--- src/rtl/some_type_if.sv ---
// Valid/ready bundle between the go-source, the list kernel and the list consumer.
// The kernel attaches as slave; the environment attaches as master.
interface some_type_if #(
  parameter int DATA_W = 8
);
  logic              sourceGo_d;
  logic              sourceGo_r;
  logic [DATA_W+1:0] sink_d;
  logic              sink_r;

  modport master (
    output sourceGo_d,
    input  sourceGo_r,
    input  sink_d,
    output sink_r
  );

  modport slave (
    input  sourceGo_d,
    output sourceGo_r,
    output sink_d,
    input  sink_r
  );
endinterface

--- src/rtl/some_type.sv ---
// List generator: each accepted Go token yields Cons(0) .. Cons(LEN-1) followed by Nil.
// All outputs come straight from flops; sink_d is {valid, tag, element}.
module some_type #(
  parameter int DATA_W = 8,
  parameter int LEN    = 4
) (
  input  logic        clk,
  input  logic        reset,
  some_type_if.slave  bus
);

  typedef enum logic [1:0] {
    IDLE,
    EMIT,
    NIL
  } state_t;

  localparam int                LAST_I = (LEN > 0) ? LEN - 1 : 0;
  localparam logic [DATA_W-1:0] LAST   = DATA_W'(LAST_I);

  state_t            state_q, state_d;
  logic [DATA_W-1:0] counter_q, counter_d;
  logic              go_ready_q, go_ready_d;
  logic [DATA_W+1:0] tok_q, tok_d;
  logic              go_xfer;
  logic              sink_xfer;

  assign go_xfer   = bus.sourceGo_d & go_ready_q;
  assign sink_xfer = tok_q[DATA_W+1] & bus.sink_r;

  always_comb begin
    state_d    = state_q;
    counter_d  = counter_q;
    go_ready_d = go_ready_q;
    tok_d      = tok_q;
    unique case (state_q)
      IDLE: begin
        go_ready_d = 1'b1;
        tok_d      = '0;
        if (go_xfer) begin
          go_ready_d = 1'b0;
          counter_d  = '0;
          if (LEN > 0) begin
            state_d = EMIT;
            tok_d   = {2'b11, {DATA_W{1'b0}}};
          end else begin
            state_d = NIL;
            tok_d   = {2'b10, {DATA_W{1'b0}}};
          end
        end
      end
      EMIT: begin
        go_ready_d = 1'b0;
        // The next element is loaded on the same edge that consumes the current one, so no bubble.
        if (sink_xfer) begin
          if (counter_q != LAST) begin
            counter_d = counter_q + 1'b1;
            tok_d     = {2'b11, counter_d};
          end else begin
            state_d = NIL;
            tok_d   = {2'b10, {DATA_W{1'b0}}};
          end
        end
      end
      NIL: begin
        go_ready_d = 1'b0;
        if (sink_xfer) begin
          state_d    = IDLE;
          go_ready_d = 1'b1;
          tok_d      = '0;
        end
      end
      default: begin
        state_d    = IDLE;
        go_ready_d = 1'b0;
        tok_d      = '0;
      end
    endcase
  end

  always_ff @(posedge clk or posedge reset) begin
    if (reset) begin
      state_q    <= IDLE;
      counter_q  <= '0;
      go_ready_q <= 1'b0;
      tok_q      <= '0;
    end else begin
      state_q    <= state_d;
      counter_q  <= counter_d;
      go_ready_q <= go_ready_d;
      tok_q      <= tok_d;
    end
  end

  assign bus.sourceGo_r = go_ready_q;
  assign bus.sink_d     = tok_q;

endmodule

--- src/flat_wrapper.sv ---
// flat-port wrapper written by rule: the top's interface ports become plain ports
module some_type_flat 
#(
  parameter int DATA_W = 8,
  parameter int LEN    = 4
)
  (clk, reset, bus_sourceGo_d, bus_sourceGo_r, bus_sink_d, bus_sink_r);
  some_type_if #(.DATA_W(DATA_W)) bus_i ();
  input  logic clk;
  input  logic reset;
  input wire logic [$bits(bus_i.sourceGo_d)-1:0] bus_sourceGo_d;
  output wire logic [$bits(bus_i.sourceGo_r)-1:0] bus_sourceGo_r;
  output wire logic [$bits(bus_i.sink_d)-1:0] bus_sink_d;
  input wire logic [$bits(bus_i.sink_r)-1:0] bus_sink_r;
  assign bus_i.sourceGo_d = bus_sourceGo_d;
  assign bus_sourceGo_r = bus_i.sourceGo_r;
  assign bus_sink_d = bus_i.sink_d;
  assign bus_i.sink_r = bus_sink_r;
  some_type #(.DATA_W(DATA_W), .LEN(LEN)) u_core (.clk(clk), .reset(reset), .bus(bus_i));
endmodule
--- config.mk ---
export PLATFORM = sky130hd
export DESIGN_NAME = some_type_flat
export DESIGN_NICKNAME = d
export VERILOG_FILES = /design/src/rtl/some_type_if.sv /design/src/rtl/some_type.sv /design/src/flat_wrapper.sv
export SDC_FILE = /design/constraint.sdc
export NUM_CORES = 1
export LEC_CHECK = 0
export CORE_AREA = 2 2 45 88
export CTS_CLUSTER_SIZE = 8
export DETAILED_ROUTE_END_ITERATION = 12
export DIE_AREA = 0 0 47 90
export GPL_ROUTABILITY_DRIVEN = 0
export GPL_TIMING_DRIVEN = 0
export PLACE_DENSITY = 0.54
export SYNTH_ARGS = -nofsm -noshare
export SYNTH_HDL_FRONTEND = slang
export SYNTH_SLANG_ARGS = --single-unit
--- constraint.sdc ---
create_clock -name clk -period 4.2 [get_ports clk]
set_clock_uncertainty 0.1 [all_clocks]
set_input_delay 0.42 -clock clk [delete_from_list [all_inputs] [get_ports clk]]
set_output_delay 0.42 -clock clk [all_outputs]
set_load 0.1 [all_outputs]
Word-level counts from Yosys, hierarchy flattened:

Index checks and enable logic that the tools add are counted.

* muxes and demuxes: 17
* $add $sub $neg: 1
* bitwise gates (word level): 2
* eq/ne operators: 8
* reduce and logical (&&, ||, !) cells: 5

Operator list (count)
* $mux 10: 3
* $pmux 10 s3: 1
* $mux 8: 3
* $pmux 8 s2: 1
* $mux 9: 1
* $add 8x1->8 const B: 1
* $mux 2: 4
* $ne 2x1->1 const B: 4
* $ne 8x2->1 const B: 1
* $reduce_and 4->1: 2
* $pmux 2 s3: 1
* $and 1x1->1: 2
* $eq 2x1->1 const B: 1
* $eq 2x2->1 const B: 1
* $logic_not 2->1: 1
* $mux 1: 2
* $ne 2x2->1 const B: 1
* $pmux 1 s2: 1
* $reduce_and 2->1: 1
* $reduce_bool 2->1: 1

* input bits: 4
* output and inout bits: 11
* register bits: 21
* word-level logic and storage cells: 37

Logic depth before layout (Yosys ltp):

Gate-level depths: netlist of run 1.

* word-level depth: 4
* depth in mapped cells: 5
* mapped depth without buffers: 5

Worst setup path after synthesis of run 1:

OpenSTA, ideal clock, no wires.

* path kind: reg2reg
* start point: reg u_core.tok_q[9], in the netlist u_core.bus.sink_d[9]
* end point: reg u_core.tok_q[5], in the netlist u_core.bus.sink_d[5]
* path slack: 2259 ps
* setup time: 66 ps
* period minus slack after synthesis: 1941 ps
* required time: 4034 ps
* cell stages (with the launch flop): 5
* data arrival time: 1775 ps
* buffers on the path: 0
* cell sequence: dfrtp_1 > nand4b_4 > a31oi_4 > a21boi_1 > a21o_1

* longest elaborated chain between the ends: 3
* elaborated cells between the ends (all ways): 4
* classes of those cells: eq/ne: 2; bitwise: 1; reduce/logical: 1

Ends and longest elaborated chain
* from (decl): RTL line some_type.sv:24 `logic [DATA_W+1:0] tok_q, tok_d;`
* from (signal assigned): RTL line some_type.sv:91 `tok_q <= tok_d;`
* $and 1x1->1 *: RTL line some_type.sv:29 `assign sink_xfer = tok_q[DATA_W+1] & bus.sink_r;`
* $ne 2x1->1 (no source line)
* $reduce_and 2->1 (no source line) *

Mark *: on every way between the ends. The rest lies on a longest branch, timed or not.
A chain may end at the register's enable or synchronous reset.

Worst setup path in the final report of run 1:

* start point: reg u_core.tok_q[9], in the netlist u_core.bus.sink_d[9]
* end point: out bus_sink_d[9]

RTL lines
* to (decl): RTL line flat_wrapper.sv:13 `output wire logic [$bits(bus_i.sink_d)-1:0] bus_sink_d;`

No word-level cell between the ends.

==> impl_metrics.yaml, run 1 <==
sta:
  finalHoldViolCount: 0
  grt_setup_unrepaired: "false"
  fin_ws_ps: 1762
  layout_min_cycle_time_ps: 2438
  period_share: 0.5806
  worst_pin_slew_ps: 964.9
  max_slew_margin: 0.3547
  max_freq_ghz: 0.4101
  report.final.slew_viol_count: 0
  setup_tns_ps: 0
  setup_viol_count_final: 0
clocking:
  post_cts_buffers: 0
  h-tree-depth: 1
  cts_tree: "built"
  clockRootBuffer: "clkbuf_8"
  clk_latency_ps: 260
  ctsHoldBuffers: 0
  post_cts_resized: 0
  clockBufferDepth: 2
  cts.clk_slew.worst_paths_ps: 70
  numCtsBuffers: 3
  clock_sinks: 21
placed_design:
  post-place-ws_ps: 2037
  portBuffers: 14
  dp_hpwl_mm: 1.473
logic_synthesis:
  yosysSeqAreaShare: 0.5185
  netlist_instances: 95
  synth_top_area_share: 0.5185
  yosys.cell_types.count: 30
  syn_area_sq_um: 1013
  avgSynthCellArea_sq_um: 10.67
  synth.most_common_cell: "dfrtp_1"
  netlist_top_cells_count: "21 x dfrtp_1, 17 x nand2_1, 7 x o21ai_0"
  async_flop_share: 1.000
  ys.flop_type: "dfrtp_1"
  ys_ff_latch: 21
  synth_warnings: 0
  synth_nets: 100
  synth.area.top_cells: "dfrtp_1 52%, nand2_1 6.3%, a21o_1 4.4%"
  synth_top_area_cell: "dfrtp_1"
  synth_edf_count: 0
pwr:
  irDropWorstVdd_v: 0.0003829
  power_uw: 812.1
  p_leak_uw: 0.0005968
  power.density_nw_per_um2: 644.6
hold_path:
  hp-start: "u_core.bus.sink_d[5]$_DFFE_PP0P_"
  worstHoldPathType: "reg -> reg"
run:
  maxCapViolations: 0
outcome:
  status: "complete, no violations"
setup_path:
  slowest_delay_ps: 1180
  cp_num_buf_inv: 1
  crit_family: "buffers and inverters"
  critical_path_required_ps: 3680
  worstPathArrival_ps: 1920
  startpoint: "u_core.bus.sink_d[9]$_DFFE_PP0P_"
  critPathMaxFanout: 6
  worstSetupStartpointType: "flip-flop"
  rr_startpoint: "u_core.counter_q[0]$_DFFE_PP0P_"
  critPathSlowestCell: "clkdlybuf4s50_1"
  crit_type: "reg -> out"
  cp-end-kind: "output port"
  crit_chain: "clkdlybuf4s50_1"
floorplanning:
  rows: 31
  initial_core_util: 0.2840
  core_sq_um: 3568
  dieArea_sq_um: 4230
  die_x_microns: 47
  fp.dieH_microns: 90
  ios: 15
routing:
  wl_per_cell_microns: 12.33
  initialDrtViolationCount: 10
  viasPerCell: 4.605
  drtPass1Iterations: 4
  wl_mm: 1.998
  via_count: 746
  drc: 0
  ant_nets: 0
final_layout:
  fin_nets: 119
  area_growth_pct: 24.32
  diodes: 0
  final_layout_size_suffix_gt1_frac: 0.1150
global_route:
  grt_usage: 0.1055
  grt_max_degree: 22
  antenna_found_initial: 0
  grt_pass1_vias: 735
  grt_pass1_wl_mm: 3.305
  grt_overflow: 0
## power breakdown
part	leakage (uW)	internal, uW	switching, uW	total [uW]
Clock	0.0000228	67.5	62.2	130
Sequential	0.000283	244	39.4	283
Combinational	0.000291	112	287	399
Total	0.000597	423	389	812
## final timing paths
path                                               endpoint  slack [ps]  cells after the start
setup / recovery                              bus_sink_d[9]        1760                      1
hold / removal             u_core.bus.sink_d[5]$_DFFE_PP0P_         380                      1
setup reg to reg           u_core.bus.sink_d[6]$_DFFE_PP0P_        2470                      5
hold reg to reg            u_core.bus.sink_d[5]$_DFFE_PP0P_         380                      1
max in group asynchronous   u_core.bus.sourceGo_r$_DFF_PP0_        2960                      2
min in group asynchronous     u_core.state_q[0]$_DFFE_PP0P_         530                      2
## layer usage
metal  vias to the layer above  share of wire  track usage
met5                         -              0            0
met4                         0          0.020      0.04861
met3                         4          0.029      0.01807
met2                        11           0.54       0.1644
met1                       365           0.41       0.1354
li1                        366              -            -
## sequential cells by signal, summed over array words and instances, names as in the netlist
signal and cells:
u_core.bus.sink_d 10, u_core.bus.sourceGo_r 1, u_core.state_q 2, u_core.counter_q 8
## stage by stage
step / hold slack, ps / utilization / instance area, sq um / instances
2_1_floorplan: 296.5 / - / 1013 / 95
5_1_grt: 394.6 / 0.3531 / 1260 / 162
3_5_place_dp: 369.3 / 0.3405 / 1215 / 158
3_3_place_gp: 363.7 / 0.3405 / 1215 / 158
6_report: 382.3 / 0.3531 / 1260 / 162
4_1_cts: 387.2 / 0.3531 / 1260 / 162
## cell type report
type                       instances  area, sq um
clock buffer                       4        45.04
inverter                           4        15.01
buffer                             2        16.27
fill                             396         2308
multi-input combinational         68        456.7
tap                               49        61.31
sequential                        21        525.5
timing repair buffer              14        140.1
## layout by cell type (no fill, tap or decap), types with 2 or more instances in the layout
cell type / instances
o21ai_0: 7
inv_1: 4
a21boi_1: 2
dfrtp_1: 21
a22o_1: 4
a21o_1: 6
nand3_1: 4
a21o_2: 2
clkdlybuf4s50_1: 14
xnor2_1: 4
or3_1: 2
nor2_1: 4
clkbuf_8: 3
nand2_1: 17
## logic make-up (layout without fill, tap and decap cells)
family / after synthesis / in the layout / synth area share
xor gates and xnor gates: 5 / 5 / 0.04321
adders and majority gates: 1 / 1 / 0.01234
AOI/OAI and AO/OA: 27 / 27 / 0.2099
DFF: 21 / 21 / 0.5185
buffers and inverters: 6 / 24 / 0.03085
and+or+nand+nor: 35 / 35 / 0.1852
Note: power is estimated with default switching activity, not from simulation.
==> run 2: changes to the inputs <==
==> constraint.sdc (replaced) <==
create_clock -name clk -period 2.5 [get_ports clk]
set_clock_uncertainty 0.1 [all_clocks]
set_input_delay 0.25 -clock clk [delete_from_list [all_inputs] [get_ports clk]]
set_output_delay 0.25 -clock clk [all_outputs]
set_load 0.1 [all_outputs]
==> results of run 2 <==
Same layout as run 1 (identical final DEF). Status: complete, no violations.
Main changes from that run: setup slack after placement 2037 ps -> 506.9 ps; setup slack after layout 1762 ps -> 231.7 ps; hold slack 382.3 ps -> 359.8 ps; register-to-register setup slack 2470 ps -> 770 ps; total power 812.1 uW -> 1364 uW; worst IR drop on VDD 0.0003829 V -> 0.0006433 V
